--- config.mk ---
export PLATFORM = sky130hd
export DESIGN_NAME = division_seq
export DESIGN_NICKNAME = d
export VERILOG_FILES = /design/src/rtl/division_seq.sv
export SDC_FILE = /design/constraint.sdc
export NUM_CORES = 1
export LEC_CHECK = 0
export CAP_MARGIN = 20
export CORE_MARGIN = 10
export CORE_UTILIZATION = 48
export CTS_CLUSTER_SIZE = 40
export DETAILED_ROUTE_END_ITERATION = 10
export PLACE_DENSITY_LB_ADDON = 0.3
export SLEW_MARGIN = 15
export SYNTH_ARGS = -nofsm -noshare
export SYNTH_HDL_FRONTEND = slang
export SYNTH_SLANG_ARGS = --single-unit
--- constraint.sdc ---
create_clock -name clk -period 2.5 [get_ports clk]
set_clock_uncertainty 0.15 [all_clocks]
set_input_delay 0.25 -clock clk [delete_from_list [all_inputs] [get_ports clk]]
set_output_delay 0.25 -clock clk [all_outputs]
set_load 0.01 [all_outputs]
--- src/rtl/division_seq.sv ---
// Sequential unsigned restoring divider: one quotient bit per clock, a one-cycle
// done pulse with each result, and an explicit divide-by-zero flag.
module division_seq #(
    parameter int WIDTH = 8
) (
    input  logic             clk,
    input  logic             rst,
    input  logic             start,
    input  logic [WIDTH-1:0] a,
    input  logic [WIDTH-1:0] b,
    output logic             busy,
    output logic             done,
    output logic [WIDTH-1:0] q,
    output logic [WIDTH-1:0] r,
    output logic             div_zero
);
    localparam int CW = $clog2(WIDTH + 1);

    typedef enum logic [1:0] {
        IDLE = 2'd0,
        RUN  = 2'd1,
        DONE = 2'd2
    } state_t;

    state_t           state_q, state_d;
    logic [WIDTH-1:0] dvd_q, dvd_d;   // dividend shifts out at the MSB, quotient bits enter at the LSB
    logic [WIDTH-1:0] dvs_q, dvs_d;
    logic [WIDTH:0]   rem_q, rem_d;
    logic [CW-1:0]    cnt_q, cnt_d;
    logic [WIDTH-1:0] quo_q, quo_d;
    logic [WIDTH-1:0] res_q, res_d;
    logic             dz_q, dz_d;

    logic             accept;
    logic             last_step;
    logic [WIDTH:0]   shifted;
    logic [WIDTH:0]   trial;
    logic             qbit;

    assign accept    = start && (state_q != RUN);
    assign last_step = (state_q == RUN) && (cnt_q == CW'(1));

    // The partial remainder is always below the divisor, so the shift into
    // WIDTH+1 bits is lossless and the trial difference fits WIDTH+1 signed bits.
    assign shifted = {rem_q[WIDTH-1:0], dvd_q[WIDTH-1]};
    assign trial   = shifted - {1'b0, dvs_q};
    assign qbit    = ~trial[WIDTH];

    always_ff @(posedge clk or posedge rst) begin
        if (rst) begin
            state_q <= IDLE;
        end else begin
            state_q <= state_d;
        end
    end

    always_comb begin
        state_d = state_q;
        unique case (state_q)
            IDLE, DONE: begin
                if (accept) begin
                    state_d = (b == '0) ? DONE : RUN;
                end else begin
                    state_d = IDLE;
                end
            end
            RUN: begin
                if (last_step) begin
                    state_d = DONE;
                end
            end
            default: state_d = IDLE;
        endcase
    end

    always_comb begin
        busy = (state_q == RUN);
        done = (state_q == DONE);
    end

    always_comb begin
        dvd_d = dvd_q;
        dvs_d = dvs_q;
        rem_d = rem_q;
        cnt_d = cnt_q;
        quo_d = quo_q;
        res_d = res_q;
        dz_d  = dz_q;
        if (accept) begin
            dvd_d = a;
            dvs_d = b;
            rem_d = '0;
            cnt_d = CW'(WIDTH);
            if (b == '0) begin
                quo_d = '1;
                res_d = a;
                dz_d  = 1'b1;
            end
        end else if (state_q == RUN) begin
            rem_d = qbit ? trial : shifted;
            dvd_d = {dvd_q[WIDTH-2:0], qbit};
            cnt_d = cnt_q - CW'(1);
            if (last_step) begin
                quo_d = dvd_d;
                res_d = rem_d[WIDTH-1:0];
                dz_d  = 1'b0;
            end
        end
    end

    always_ff @(posedge clk or posedge rst) begin
        if (rst) begin
            dvd_q <= '0;
            dvs_q <= '0;
            rem_q <= '0;
            cnt_q <= '0;
            quo_q <= '0;
            res_q <= '0;
            dz_q  <= 1'b0;
        end else begin
            dvd_q <= dvd_d;
            dvs_q <= dvs_d;
            rem_q <= rem_d;
            cnt_q <= cnt_d;
            quo_q <= quo_d;
            res_q <= res_d;
            dz_q  <= dz_d;
        end
    end

    assign q        = quo_q;
    assign r        = res_q;
    assign div_zero = dz_q;

endmodule
==> results of run 1 <==
-- worst max-delay path: stages, from the launching register on --
cell	delay (ns)
dfrtp_1	0.40
inv_2	0.08
ha_4	0.13
inv_2	0.04
fa_2	0.34
a211oi_2	0.28
nor3_2	0.08
mux2i_1	0.13
a2111oi_2	0.27
buf_4	0.24
buf_6	0.12
mux2i_4	0.24
o221ai_2	0.11
-- metal layers --
metal / GRT usage, % / share of wire [%] / up-vias
li1: - / - / 984
met1: 18.4 / 44 / 977
met2: 24.1 / 48 / 42
met3: 4.40 / 5.5 / 11
met4: 4.11 / 1.9 / 0
met5: 0 / 0 / -
-- metrics by stage --
step | std cells | cell area [um^2] | hold slack (ns)
3_5_place_dp | 359 | 2990 | 0.331
5_1_grt | 375 | 3210 | 0.0825
3_3_place_gp | 359 | 2990 | 0.333
4_1_cts | 374 | 3180 | 0.0496
2_1_floorplan | 252 | 2480 | 0.223
6_report | 375 | 3210 | 0.0532
-- cell type report --
class	instances	area, um^2
Fill cell	410	1830
Multi-Input combinational cell	178	1240
Sequential cell	47	1180
Timing Repair Buffer	59	549
Tap cell	70	87.6
Clock buffer	6	72.6
Inverter	14	52.6
Clock inverter	1	30.0
-- worst max path at each step --
stage | start | end | slack [ns] | cells after the start
2_1_floorplan | dvd_q[7]$_DFFE_PP0P_ | r[0]$_DFFE_PP0P_ | -0.07 | 11
3_3_place_gp | dvd_q[7]$_DFFE_PP0P_ | r[0]$_DFFE_PP0P_ | -0.20 | 11
3_5_place_dp | dvd_q[7]$_DFFE_PP0P_ | r[0]$_DFFE_PP0P_ | -0.30 | 11
4_1_cts | dvd_q[7]$_DFFE_PP0P_ | r[0]$_DFFE_PP0P_ | -0.27 | 11
5_1_grt | dvd_q[7]$_DFFE_PP0P_ | r[2]$_DFFE_PP0P_ | -0.38 | 12
6_report | dvd_q[7]$_DFFE_PP0P_ | r[2]$_DFFE_PP0P_ | -0.23 | 12
-- cells in the final DEF (no fill, tap or decap), types with 2 or more instances in the layout --
master / count
nor2b_1: 2
nand2b_1: 4
and2_1: 2
o21ai_1: 3
nor2_1: 5
inv_1: 11
nor3_1: 2
clkbuf_8: 5
or3_1: 3
o21bai_1: 2
o21ai_0: 31
inv_2: 3
o221ai_1: 6
mux2_2: 8
buf_4: 19
mux2i_1: 13
nor3b_1: 2
dfrtp_1: 47
nand2_1: 44
nor4_1: 2
xnor2_1: 5
nand3b_1: 7
nand3_1: 2
o221ai_2: 2
a21oi_1: 8
ha_1: 9
clkdlybuf4s50_1: 37
-- logic make-up (layout without fill, tap and decap cells) --
kind of cell,after synthesis,in the layout,synth area share (%)
adder cells (fa/ha/maj),11,11,5.86
AO/OA/AOI/OAI,60,60,14.9
buffers and inverters,27,80,4.39
multiplexers,24,24,10.3
AND/OR/NAND/NOR,77,77,15.0
flip-flops,47,47,47.5
XOR/XNOR,6,6,2.12
-- power by group through the flow --
stage | registers (mW) | logic, mW | clock network, mW
floorplan | 1.36 | 1.62 | 0
global placement | 1.36 | 2.36 | 0
detailed placement | 1.37 | 2.40 | 0
CTS | 1.36 | 2.71 | 0.546
global route | 1.42 | 3.15 | 0.568
finish | 1.37 | 2.85 | 0.535
-- registers in the layout, indices dropped and copies added (netlist names) --
name      count
cnt_q         4
div_zero      1
dvd_q         8
dvs_q         8
q             8
r             8
rem_q         8
state_q       2
-- repair_timing --
item | in CTS | in global routing
setup endpoints to repair | 16 | 18
gates resized for setup | 9 | 6
setup buffers | 7 | 1
pin swaps | 8 | 4
cloned | 1 | 0
==> metrics.yaml, run 1 <==
status:
  status: "complete, but fails checks"
  violations: "negative setup slack"
power_and_ir_drop:
  p_switching_mw: 1.90
  seqPwrFrac_pct: 28.8
  p_clk_share_pct: 11.2
  leakage_nw: 1.42
  switching_share_pct: 39.9
  total_power_mw: 4.76
  intPower_mw: 2.86
  p_comb_share_pct: 60.0
  peakVddDrop_v: 0.000682
  power_density_mw_per_mm2: 1480
sta:
  setup_viol: 18
  slew_viol_final: 0
  final.setup.worst_slack_ns: -0.235
  timing.final.crit_share_pct: 109
  hold_viol_final: 0
  rsz0062_at_grt: "yes"
  worst_slew_pin_slew_ns: 0.785
  setup_tns_ns: -2.58
  max_freq_ghz: 0.366
  period_minus_slack_ns: 2.73
  maxSlewHeadroom_pct: 47.5
setup_path:
  cp.arrival_ns: 2.74
  required_ns: 2.51
  rrSetupSlack_ns: -0.23
  crit_path_start_kind: "flip-flop"
  rr_worst_depth: 12
  r2r-end: "r[2]$_DFFE_PP0P_"
  r2r_start: "dvd_q[7]$_DFFE_PP0P_"
  worstPathMaxFanout: 5
  criticalPathCategory: "reg -> reg"
  end_kind: "flip-flop"
global_routing:
  track_usage_pct: 14.7
  antenna_found_initial: 0
  first_global_vias: 2050
  grt_overflow_total: 0
  grt_pass1_wl_mm: 10.2
  grt_max_degree: 26
flow_run:
  max-cap-violations: 0
logic_synthesis:
  syn-mean-instance-area_um2: 9.84
  synth_top_cell_by_area: "dfrtp_1"
  yosysTopAreaCellShare_pct: 47.5
  synth_edf_count: 0
  synth_common_cells: "dfrtp_1 (47), nand2_1 (44), o21ai_0 (34)"
  synth_most_common_cell: "dfrtp_1"
  async_flop_share_pct: 100
  synthFlopType: "dfrtp_1"
  yosys_register_bits: 47
  yosysWarnings: 0
  syn-cell-area_mm2: 0.00248
  seq_area_frac_synth_pct: 47.5
  synth_cell_types: 36
  netlist_instances: 252
  synth_nets: 282
  synthTopCellsByArea: "dfrtp_1 (47%), o21ai_0 (6.9%), nand2_1 (6.7%)"
clock_network:
  htreeDepth: 2
  cts_tree: "done"
  root_buffer: "clkbuf_8"
  clockBufferDepth: 2
  cts_sinks: 47
  cts_buffers: 5
  cts.clk_slew.worst_paths_ns: 0.08
  hold_buffers: 0
  clock_latency_ns: 0.30
hold_path:
  min_path_type: "in -> async"
route:
  dr.pass1.iters: 4
  dr.first_iter.drc_count: 129
  drt_wl_total_mm: 6.06
  via_count: 2014
  ant_nets: 0
  wire_per_inst_um: 16.1
  viasPerCell: 5.37
  drcViolationCount: 0
place:
  post-place-ws_ns: -0.305
  hpwlAfterDp_mm: 4.34
  io_buffers: 37
  globalplace.congestion: 0.771
finish:
  n_antenna_cell: 0
  drive_gt1_share_pct: 16.7
  final_nets: 335
  fin_util_pct: 63.6
  synthToLayoutAreaGrowth_pct: 29.5
floorplan:
  dieWidth_um: 91.9
  rows: 26
  initial_utilization_pct: 49.2
  die_h_um: 91.9
  io_pins: 38
  die-area_mm2: 0.00844
  core_mm2: 0.00504
No activity file was read; power rests on OpenSTA's default activity.
==> inputs of run 2 (changes only) <==
- TNS_END_PERCENT: not set -> 5
==> run 2 against run 1 <==
Against the previous run:
- final area is 1.5% lower
- utilization down 0.97 points
- critical endpoint unchanged
- final cell count fell by 0.80%
- the flow still finishes with violations (negative setup slack)
- non-clock buffer count fell by 3
- sequential cell count is the same
- combinational power is 7.7% lower
- maximum frequency rose by 1.4%
- global-route usage decreased by 0.085 points
- critical path depth did not move
- power decreased by 5.0%
- die area did not move
- sequential share of layout area up 0.57 points
==> metrics.yaml, run 2 (synthesis gave the netlist of run 1 again) <==
setup_path:
  required_ns: 2.50
  end_kind: "flip-flop"
  startpoint: "dvd_q[7]$_DFFE_PP0P_"
  crit_path_start_kind: "flip-flop"
  worstPathMaxFanout: 5
  r2r_start: "dvd_q[7]$_DFFE_PP0P_"
  cp.arrival_ns: 2.70
  criticalPathCategory: "reg -> reg"
place:
  hpwlAfterDp_mm: 4.34
  io_buffers: 37
  globalplace.congestion: 0.771
floorplan:
  rows: 26
  io_pins: 38
  dieWidth_um: 91.9
  core_mm2: 0.00504
  initial_utilization_pct: 49.2
  die-area_mm2: 0.00844
  die_h_um: 91.9
route:
  dr.pass1.iters: 4
  drcViolationCount: 0
  ant_nets: 0
  met1_length_mm: 2.60
  route.top_layer_used: "met4"
  wire_per_inst_um: 15.8
  dr.first_iter.drc_count: 138
  wl_met2_mm: 2.86
  drt_wl_total_mm: 5.88
  viasPerCell: 5.36
  via_count: 1995
  met3_length_um: 365
global_routing:
  grt_pass1_wl_mm: 10.2
  grt_overflow_total: 0
  first_global_vias: 2035
  grt_max_degree: 26
  track_usage_pct: 14.6
  antenna_found_initial: 0
sta:
  timing.final.crit_share_pct: 108
  setup_viol: 16
  rsz0062_at_grt: "yes"
  final.setup.worst_slack_ns: -0.198
  worst_slew_pin_slew_ns: 0.755
  setup_tns_ns: -2.19
  hold_slack_ns: 0.0508
  max_freq_ghz: 0.371
  maxSlewHeadroom_pct: 49.6
  slew_viol_final: 0
  period_minus_slack_ns: 2.70
  hold_viol_final: 0
finish:
  multi_input_area_mm2: 0.00121
  final_common_cell: "dfrtp_1"
  drive_gt1_share_pct: 14.6
  layout_common_cells: "dfrtp_1 (47), nand2_1 (44), clkdlybuf4s50_1 (37)"
  synthToLayoutAreaGrowth_pct: 27.5
  seqCellArea_mm2: 0.00118
  nFillCells: 409
  final_nets: 332
  n_antenna_cell: 0
clock_network:
  cts_sinks: 47
  cts_tree: "done"
  clockBufferDepth: 2
  htreeDepth: 2
  clock_latency_ns: 0.30
  root_buffer: "clkbuf_8"
  cts_buffers: 5
  cts.clk_slew.worst_paths_ns: 0.08
power_and_ir_drop:
  power_density_mw_per_mm2: 1430
  peakVddDrop_v: 0.000670
  leakage_nw: 1.41
flow_run:
  max-cap-violations: 0
status:
  violations: "negative setup slack"
  status: "complete, but fails checks"
hold_path:
  min_path_type: "in -> async"
==> run 2: cell types whose count changed in the layout (fill, tap and decap cells not counted), sizes merged <==
cell | previous run | this run
buf | 22 | 19
==> run 2: cell type report <==
| cell class | instances | share of cell area [%] |
|---|---|---|
| Multi-Input combinational cell | 178 | 38.4 |
| Timing Repair Buffer | 56 | 16.7 |
| Sequential cell | 47 | 37.2 |
| Inverter | 14 | 1.66 |
| Clock buffer | 6 | 2.30 |
| Tap cell | 70 | 2.77 |
| Clock inverter | 1 | 0.950 |
==> run 2: repair_timing <==
action                                 in CTS  in global routing
gates cloned                                1                  0
endpoints found under the hold margin       0                  0
setup buffers                               5                  0
pin swaps                                   8                  1
resized for setup                           7                  1
setup endpoints to repair                  16                 18
hold buffers                                0                  0
==> run 2: metal layers <==
metal	track usage [%]	vias to the layer above
li1	-	981
met1	18.4	959
met2	23.7	49
met3	4.40	6
met4	4.11	0
met5	0	-
==> run 2: worst paths after layout <==
check / to / depth (start not counted) / slack (ns)
min in group clk: div_zero$_DFFE_PP0P_ / 2 / 0.35
hold / removal: state_q[1]$_DFFE_PP0P_ / 2 / 0.05
hold reg to reg: div_zero$_DFFE_PP0P_ / 2 / 0.35
max in group asynchronous: dvs_q[2]$_DFFE_PP0P_ / 3 / 1.59
setup reg to reg: r[2]$_DFFE_PP0P_ / 12 / -0.20
setup / recovery: r[2]$_DFFE_PP0P_ / 12 / -0.20
==> run 2: power by group <==
group          switching [mW]  internal [mW]  leakage, nW
Sequential              0.237           1.12        0.574
Clock                   0.240          0.293       0.0513
Combinational            1.32           1.31        0.786
Total                    1.79           2.73         1.41
==> run 2: per-stage QoR <==
step           worst slack (ns)  util [%]  std cells  cell area [um^2]  total power [mW]
6_report                 -0.198      62.7        372              3160              4.52
5_1_grt                  -0.380      62.7        372              3160              4.91
4_1_cts                  -0.271      62.7        372              3160              4.54
3_5_place_dp             -0.305      59.4        359              2990              3.77
3_3_place_gp             -0.203      59.4        359              2990              3.72
2_1_floorplan           -0.0737         -        252              2480              2.99
==> run 2: critical path, cell delays in order (launching register included) <==
cell	delay [ns]
dfrtp_1	0.40
inv_2	0.08
ha_4	0.13
inv_2	0.04
fa_2	0.36
a211oi_2	0.25
nor3_2	0.08
mux2i_1	0.13
a2111oi_2	0.27
buf_4	0.23
buf_6	0.11
mux2i_1	0.20
o221ai_1	0.13
